`src/rtl/max_pool_2x2.sv`:
```
// max_pool_2x2: non-overlapping 2x2 pooling over a CHxIN_HxIN_W Q8.8 map.
// Define POOL_AVG_EN to build average pooling instead of max pooling.
module max_pool_2x2 #(
    parameter int          CH       = 2,
    parameter int          IN_H     = 8,
    parameter int          IN_W     = 8,
    parameter logic [15:0] IN_BASE  = 16'd256,
    parameter logic [15:0] OUT_BASE = 16'd1
) (
    input  logic        clk,
    input  logic        reset_n,
    input  logic        enable,
    input  logic [15:0] rd_data,
    output logic [15:0] rd_addr,
    output logic        we,
    output logic [15:0] wr_addr,
    output logic [15:0] wr_data,
    output logic        pool_end
);

    localparam int HO    = IN_H / 2;
    localparam int WO    = IN_W / 2;
    localparam int N_OUT = CH * HO * WO;
    localparam int CW    = (CH > 1) ? $clog2(CH) : 1;
    localparam int RW    = (HO > 1) ? $clog2(HO) : 1;
    localparam int PW    = (WO > 1) ? $clog2(WO) : 1;

    typedef enum logic [2:0] {
        S_IDLE,
        S_RD,
        S_LAST,
        S_WR,
        S_DONE
    } state_t;

    state_t          r_state;
    state_t          w_next;
    logic [1:0]      r_k;
    logic [CW-1:0]   r_c;
    logic [RW-1:0]   r_pr;
    logic [PW-1:0]   r_pc;
    logic [15:0]     r_o;
    logic [15:0]     r_rd_addr;
    logic [15:0]     r_wr_addr;
    logic [15:0]     r_wr_data;
    logic [15:0]     w_elem_addr;
    logic [15:0]     w_result;
    logic            w_last_win;
`ifdef POOL_AVG_EN
    logic signed [17:0] r_acc;
`else
    logic [15:0]        r_acc;
`endif

    assign w_last_win = (r_o == 16'(N_OUT - 1));

    // Address of window element k for the current (c, pr, pc)
    always_comb begin
        w_elem_addr = 16'(32'(IN_BASE)
                    + 32'(r_c) * 32'(IN_H * IN_W)
                    + (32'(r_pr) * 32'd2 + 32'(r_k[1])) * 32'(IN_W)
                    + 32'(r_pc) * 32'd2
                    + 32'(r_k[0]));
`ifdef POOL_AVG_EN
        w_result = 16'(r_acc >>> 2);
`else
        w_result = r_acc;
`endif
    end

    // State register
    always_ff @(posedge clk or negedge reset_n) begin
        if (!reset_n) r_state <= S_IDLE;
        else          r_state <= w_next;
    end

    // Next-state and state-decoded outputs
    always_comb begin
        w_next   = r_state;
        rd_addr  = r_rd_addr;
        we       = 1'b0;
        wr_addr  = r_wr_addr;
        wr_data  = r_wr_data;
        pool_end = 1'b0;
        unique case (r_state)
            S_IDLE: w_next = S_RD;
            S_RD: begin
                rd_addr = w_elem_addr;
                if (r_k == 2'd3) w_next = S_LAST;
            end
            S_LAST: w_next = S_WR;
            S_WR: begin
                we      = 1'b1;
                wr_addr = OUT_BASE + r_o;
                wr_data = w_result;
                w_next  = w_last_win ? S_DONE : S_RD;
            end
            S_DONE: pool_end = 1'b1;
            default: w_next = S_IDLE;
        endcase
        if (!enable) w_next = S_IDLE;
    end

    // Element and window counters
    always_ff @(posedge clk or negedge reset_n) begin
        if (!reset_n) begin
            r_k  <= '0;
            r_c  <= '0;
            r_pr <= '0;
            r_pc <= '0;
            r_o  <= '0;
        end else if (!enable) begin
            r_k  <= '0;
            r_c  <= '0;
            r_pr <= '0;
            r_pc <= '0;
            r_o  <= '0;
        end else if (r_state == S_RD) begin
            r_k <= r_k + 2'd1;
        end else if (r_state == S_WR && !w_last_win) begin
            r_k <= '0;
            r_o <= r_o + 16'd1;
            if (r_pc == PW'(WO - 1)) begin
                r_pc <= '0;
                if (r_pr == RW'(HO - 1)) begin
                    r_pr <= '0;
                    r_c  <= r_c + 1'b1;
                end else begin
                    r_pr <= r_pr + 1'b1;
                end
            end else begin
                r_pc <= r_pc + 1'b1;
            end
        end
    end

    // Accumulate the element returned for the previous read
    always_ff @(posedge clk or negedge reset_n) begin
        if (!reset_n) begin
            r_acc <= '0;
        end else if (enable &&
                     ((r_state == S_RD && r_k != 2'd0) ||
                      r_state == S_LAST)) begin
`ifdef POOL_AVG_EN
            if (r_state == S_RD && r_k == 2'd1)
                r_acc <= {{2{rd_data[15]}}, rd_data};
            else
                r_acc <= r_acc + {{2{rd_data[15]}}, rd_data};
`else
            if ((r_state == S_RD && r_k == 2'd1) ||
                ($signed(rd_data) > $signed(r_acc)))
                r_acc <= rd_data;
`endif
        end
    end

    // Hold the last read address and last written word
    always_ff @(posedge clk or negedge reset_n) begin
        if (!reset_n) begin
            r_rd_addr <= '0;
            r_wr_addr <= '0;
            r_wr_data <= '0;
        end else begin
            if (r_state == S_RD) r_rd_addr <= w_elem_addr;
            if (r_state == S_WR) begin
                r_wr_addr <= OUT_BASE + r_o;
                r_wr_data <= w_result;
            end
        end
    end

endmodule

```
`config.mk`:
```
export PLATFORM = sky130hd
export DESIGN_NAME = max_pool_2x2
export DESIGN_NICKNAME = d
export VERILOG_FILES = /design/src/rtl/max_pool_2x2.sv
export SDC_FILE = /design/constraint.sdc
export NUM_CORES = 1
export LEC_CHECK = 0
export BUFFER_PORTS_ARGS = -buffer_cell sky130_fd_sc_hd__buf_2
export CAP_MARGIN = 20
export CORE_MARGIN = 4
export CORE_UTILIZATION = 59
export CTS_CLUSTER_DIAMETER = 200
export DETAILED_ROUTE_END_ITERATION = 10
export GPL_TIMING_DRIVEN = 0
export PLACE_DENSITY = 0.83
export SYNTH_ARGS = -nofsm -noshare
export SYNTH_HDL_FRONTEND = slang
export SYNTH_SLANG_ARGS = --single-unit
```
`constraint.sdc`:
```
create_clock -name clk -period 5.5 [get_ports clk]
set_input_delay 1.1 -clock clk [delete_from_list [all_inputs] [get_ports clk]]
set_output_delay 1.1 -clock clk [all_outputs]
set_load 0.03 [all_outputs]
```
==> impl_metrics.toml, run 1 <==
[global_routing]
busiest_layer = "met2"
grt_max_degree = 52
grt_overflow = 0
grtUsageTotal_pct = 23.6
antenna_found_initial = 0
grt_use_met3_pct = 5.47
grt_pass1_vias = 3371
grt_pass1_wl_um = 16000
use_met1_pct = 30.4
use_met2_pct = 39.2

[sta]
hold_viol = 0
fin_crit_sh_pct = 67.1
drv_slew = 0
rsz0062_at_grt = "false"
finalSetupViolations = 0
period_needed_ps = 3690
max_freq_mhz = 271
worstMarginPinSlew_ps = 527
fin_setup_tns_ps = 0
holdWs_ps = 463
relSlewSlack_pct = 64.8
finClkSkew_ps = 7.89

[cells_and_area]
area_growth_pct = 16.9
nets = 533
num_antenna_cells = 0
fill_cells = 527
drive_above_1_share_pct = 22.1

[cts]
clk_path_buf_depth = 2
post_cts_buffers = 0
cts.sinks = 90
cts_made_buffers = 9
clk_pin_slew_ps = 80
ctsResizeCount = 0
cts-htree-levels = 3
cts_hold_buf = 0
clockRootBuffer = "clkbuf_8"
clk_latency_ps = 360
cts_tree = "built"

[drt]
vias = 3282
ant_nets = 0
drc = 0
routed_wl_um = 9540
viasPerCell = 5.53
avgRoutedWirePerCell_um = 16.1
detail_route.iter0.violations = 194
drtPass1Iterations = 4

[die]
dieWidth_um = 93.2
die_area_mm2 = 0.00869
boundaryPins = 69
initial_core_util_pct = 62.0
die_y_um = 93.2
core_area_mm2 = 0.00691
rows = 30

[synth]
ys.warnings.count = 0
synthTopCellsByCount = "90 x dfrtp_1, 59 x nand2_1, 35 x o21ai_0, 23 x inv_1, 22 x ha_1"
synth_edf_count = 0
ys_top_cells_by_area = "dfrtp_1 53%, ha_1 6.4%, nand2_1 5.2%"
synthCells = 412
async_flop_share_pct = 100
synth_top_area_share_pct = 52.6
synth.most_common_cell = "dfrtp_1"
ys_ff_latch = 90
ys_seq_area_share_pct = 52.6
yosysUniqueCellTypes = 45
syn_nets = 453
synth_area_leader_cell = "dfrtp_1"
synth_area_mm2 = 0.00428
avgSynthCellArea_um2 = 10.4
ys.flop_type = "dfrtp_1"

[min_path]
worstHoldStart = "r_rd_addr[8]"
worstHoldPathType = "reg2reg"

[worst_setup_path]
cp-start-kind = "flop"
r2r_start = "r_acc[13]"
endpoint_kind = "output port"
critical_path.max_fanout = 6
cp-startpoint = "r_o[0]"
path_class = "reg2out"
cp.required_ps = 4400
critPathArrivalTime_ps = 2590

[pwr]
leakage_nw = 2.49
power_density_mw_per_mm2 = 342
ir_drop_uv = 163

[job]
drv_cap = 0

[outcome]
status = "finished clean"

[placement]
io_buffer_count = 68
dpl.hpwl_um = 6820
place_congestion = 0.836
==> area by class of cell <==
type | count | area, um^2 | area share (%)
well taps | 96 | 120 | 2.40
clock buffers | 10 | 128 | 2.55
multi-input cells | 277 | 1850 | 36.9
flip-flops and latches | 90 | 2250 | 45.0
plain buffers | 21 | 92.6 | 1.85
repair buffers | 69 | 370 | 7.40
clock inverters | 6 | 105 | 2.10
inverters | 24 | 90.1 | 1.80
==> state kept, by name, summed over array words and instances, names as in the netlist <==
name / flops
r_acc: 16
r_c: 1
r_k: 2
r_o: 16
r_pc: 2
r_pr: 2
r_rd_addr: 16
r_state: 3
r_wr_addr: 16
r_wr_data: 16
==> power breakdown <==
group	switching [mW]	internal [mW]
clock	0.230	0.300
combinational	0.248	0.148
sequential	0.0410	0.747
total	0.519	1.19
==> critical path: stages (launching register included) <==
cell and delay [ps]:
dfrtp_1 450, ha_1 300, and3_1 260, nand3_1 260, or2_4 360, xor2_1 140
o21ai_0 210, buf_2 240
==> layer usage <==
metal / vias to the layer above / wire [um]
li1: 1560 / -
met1: 1597 / 4210
met2: 101 / 4610
met3: 24 / 513
met4: 0 / 201
met5: - / 0
==> final timing paths <==
check	endpoint	slack (ps)	cells past startpoint
setup / recovery	wr_addr[12]	1810	7
hold / removal	r_rd_addr[8]	460	1
setup reg to reg	r_acc[13]	2770	8
hold reg to reg	r_rd_addr[8]	460	1
max in group asynchronous	r_pr[1]	4170	2
min in group asynchronous	r_wr_data[6]	710	1
==> kinds of logic after synthesis <==
logic type | count (synthesis) | synth area share, %
AO/OA/AOI/OAI | 62 | 8.41
XOR/XNOR | 26 | 5.32
adder cells (fa/ha/maj) | 22 | 6.43
buffers and inverters | 45 | 4.26
flip-flops | 90 | 52.6
multiplexers | 25 | 6.51
AND/OR/NAND/NOR | 142 | 16.5
==> layout by cell type, fill, tap and decap left out, drive strengths merged, types with 3 or more instances in the layout <==
| cell type | count |
|---|---|
| nand3 | 13 |
| or2 | 3 |
| nor3 | 6 |
| mux2 | 23 |
| nor4 | 5 |
| nand4 | 8 |
| xnor2 | 12 |
| nor3b | 3 |
| inv | 23 |
| buf | 77 |
| clkbuf | 23 |
| a21oi | 17 |
| dfrtp | 90 |
| bufinv | 3 |
| nor2b | 10 |
| or3 | 7 |
| nor2 | 18 |
| and3 | 3 |
| nand2 | 60 |
| ha | 22 |
| o21ai | 35 |
| xor2 | 14 |
| clkinv | 4 |
==> per-stage QoR <==
stage                     setup WS [ps]  area [um^2]  util (%)  cells  power (mW)
after floorplan                    2240         4280         -    412        1.07
after global placement             2070         4740      68.7    576        1.15
after detailed placement           2050         4770      69.1    577        1.19
after CTS                          1780         5010      72.5    593        1.72
after global routing               1630         5010      72.5    593        1.80
final                              1810         5010      72.5    593        1.71
Power figures use the tool's default switching activity.
==> run 2: changes to the inputs <==
- CORE_UTILIZATION: 59 -> 56
- PLACE_DENSITY: 0.83 -> 0.79
- clock period: 5.5 -> 3.8 ns (I/O delays scaled with it)
==> run 2 against run 1 <==
Compared with the run above:
- clock power is 25% higher
- flip-flop and latch count stayed put
- final area is 0.47% lower
- first-iteration DRC count is 12% higher
- setup slack worse by 1300 ps
- register-to-register slack worse by 1600 ps
- critical endpoint unchanged
- largest cell class unchanged
- highest routed layer unchanged
==> impl_metrics.toml, run 2 (same netlist as run 1, synthesis figures left out) <==
[cells_and_area]
nets = 533
layout_common_cells = "90 x dfrtp_1, 72 x buf_2, 59 x nand2_1, 35 x o21ai_0, 23 x inv_1"
drive_above_1_share_pct = 22.1
final_area_mm2 = 0.00498
final_common_cell = "dfrtp_1"
num_antenna_cells = 0
area_growth_pct = 16.3

[sta]
worstMarginPinSlew_ps = 535
period_needed_ps = 3300
drv_slew = 0
max_freq_mhz = 303
finClkSkew_ps = 6.36
rsz0062_at_grt = "false"
holdWs_ps = 332
relSlewSlack_pct = 64.3
hold_viol = 0
fin_crit_sh_pct = 86.9
finalSetupViolations = 0
fin_setup_tns_ps = 0

[worst_setup_path]
cp.required_ps = 3040
reg2reg_depth = 8
endpoint_kind = "output port"
critPathArrivalTime_ps = 2540
cp-startpoint = "r_o[0]"
path_class = "reg2out"
critical_path.max_fanout = 6
r2r_start = "r_acc[13]"
cp-start-kind = "flop"

[cts]
clockRootBuffer = "clkbuf_8"
clk_path_buf_depth = 2
cts.sinks = 90
clk_pin_slew_ps = 80
ctsResizeCount = 0
cts_tree = "built"
post_cts_buffers = 0
cts_made_buffers = 9
cts_hold_buf = 0
clk_latency_ps = 350
cts-htree-levels = 3

[global_routing]
grt_max_degree = 60
grtUsageTotal_pct = 22.3
grt_overflow = 0
grt_pass1_wl_um = 15800
grt_pass1_vias = 3387
antenna_found_initial = 0

[pwr]
leakage_nw = 2.47
p_clk_share_pct = 28.3
seqPwrFrac_pct = 48.3
swShare_pct = 30.6
p_sw_mw = 0.718
p_int_mw = 1.63
ir_drop_uv = 285
power_density_mw_per_mm2 = 471
pwr-share-comb_pct = 23.4

[placement]
dpl.hpwl_um = 6520
place_congestion = 0.854
placed_area_mm2 = 0.00478
io_buffer_count = 68

[die]
core_area_mm2 = 0.00733
die_area_mm2 = 0.00911
boundaryPins = 69
initial_core_util_pct = 58.4
die_y_um = 95.5
dieWidth_um = 95.5
rows = 31

[drt]
detail_route.iter0.violations = 218
drtPass1Iterations = 4
avgRoutedWirePerCell_um = 14.9
ant_nets = 0
drc = 0
routed_wl_um = 8890
viasPerCell = 5.33
vias = 3176

[outcome]
status = "finished clean"

[job]
drv_cap = 0

[min_path]
worstHoldPathType = "in2async"
-- run 2: changes by cell type in the layout (fill, tap and decap cells not counted), sizes merged --
cell / previous run / this run
bufinv: 3 / 1
clkbuf: 23 / 25
clkinv: 4 / 2
clkinvlp: 0 / 2
-- run 2: cell type report --
| type | instances | area, um^2 |
|---|---|---|
| sequential | 90 | 2250 |
| timing repair buffer | 69 | 370 |
| clock inverter | 4 | 50.0 |
| fill | 588 | 2350 |
| inverter | 24 | 90.1 |
| multi-input combinational | 277 | 1850 |
| clock buffer | 12 | 155 |
| buffer | 21 | 92.6 |
| tap | 99 | 124 |
-- run 2: through the flow --
| stage | power (mW) | std cells | worst slack [ps] | util, % |
|---|---|---|---|---|
| 2_1_floorplan | 1.54 | 412 | 882 | - |
| 3_3_place_gp | 1.67 | 579 | 645 | 64.8 |
| 3_5_place_dp | 1.71 | 580 | 667 | 65.2 |
| 4_1_cts | 2.37 | 596 | 526 | 68.0 |
| 5_1_grt | 2.50 | 596 | 301 | 68.0 |
| 6_report | 2.35 | 596 | 497 | 68.0 |
-- run 2: final timing paths --
kind                            slack [ps]       endpoint
worst max-delay path                   500    wr_addr[12]
worst min-delay path                   330   r_rd_addr[7]
worst max register to register        1140      r_acc[15]
worst min register to register         460   r_rd_addr[8]
max in group asynchronous             2850  r_wr_addr[15]
min in group clk                       460   r_rd_addr[8]
-- run 2: power groups by stage --
| stage | registers, mW | clock network [mW] | logic, mW |
|---|---|---|---|
| finish | 1.13 | 0.665 | 0.548 |
| global placement | 1.15 | 0 | 0.526 |
| global route | 1.15 | 0.720 | 0.629 |
| CTS | 1.14 | 0.677 | 0.555 |
| detailed placement | 1.16 | 0 | 0.553 |
| floorplan | 1.14 | 0 | 0.402 |
-- run 2: routing by layer --
metal,part of all wire (%),vias to the layer above,GRT usage (%)
met2,48,62,36.8
li1,-,1554,-
met1,45,1547,28.9
met4,1.6,0,8.18
met3,4.5,13,4.81
met5,0,-,0
-- run 2: worst max-delay path, stage by stage (launching register included) --
cell and delay (ps):
dfrtp_1 450, ha_1 280, and3_1 240, nand3_1 260, or2_4 360, xor2_1 150
o21ai_0 200, buf_2 240
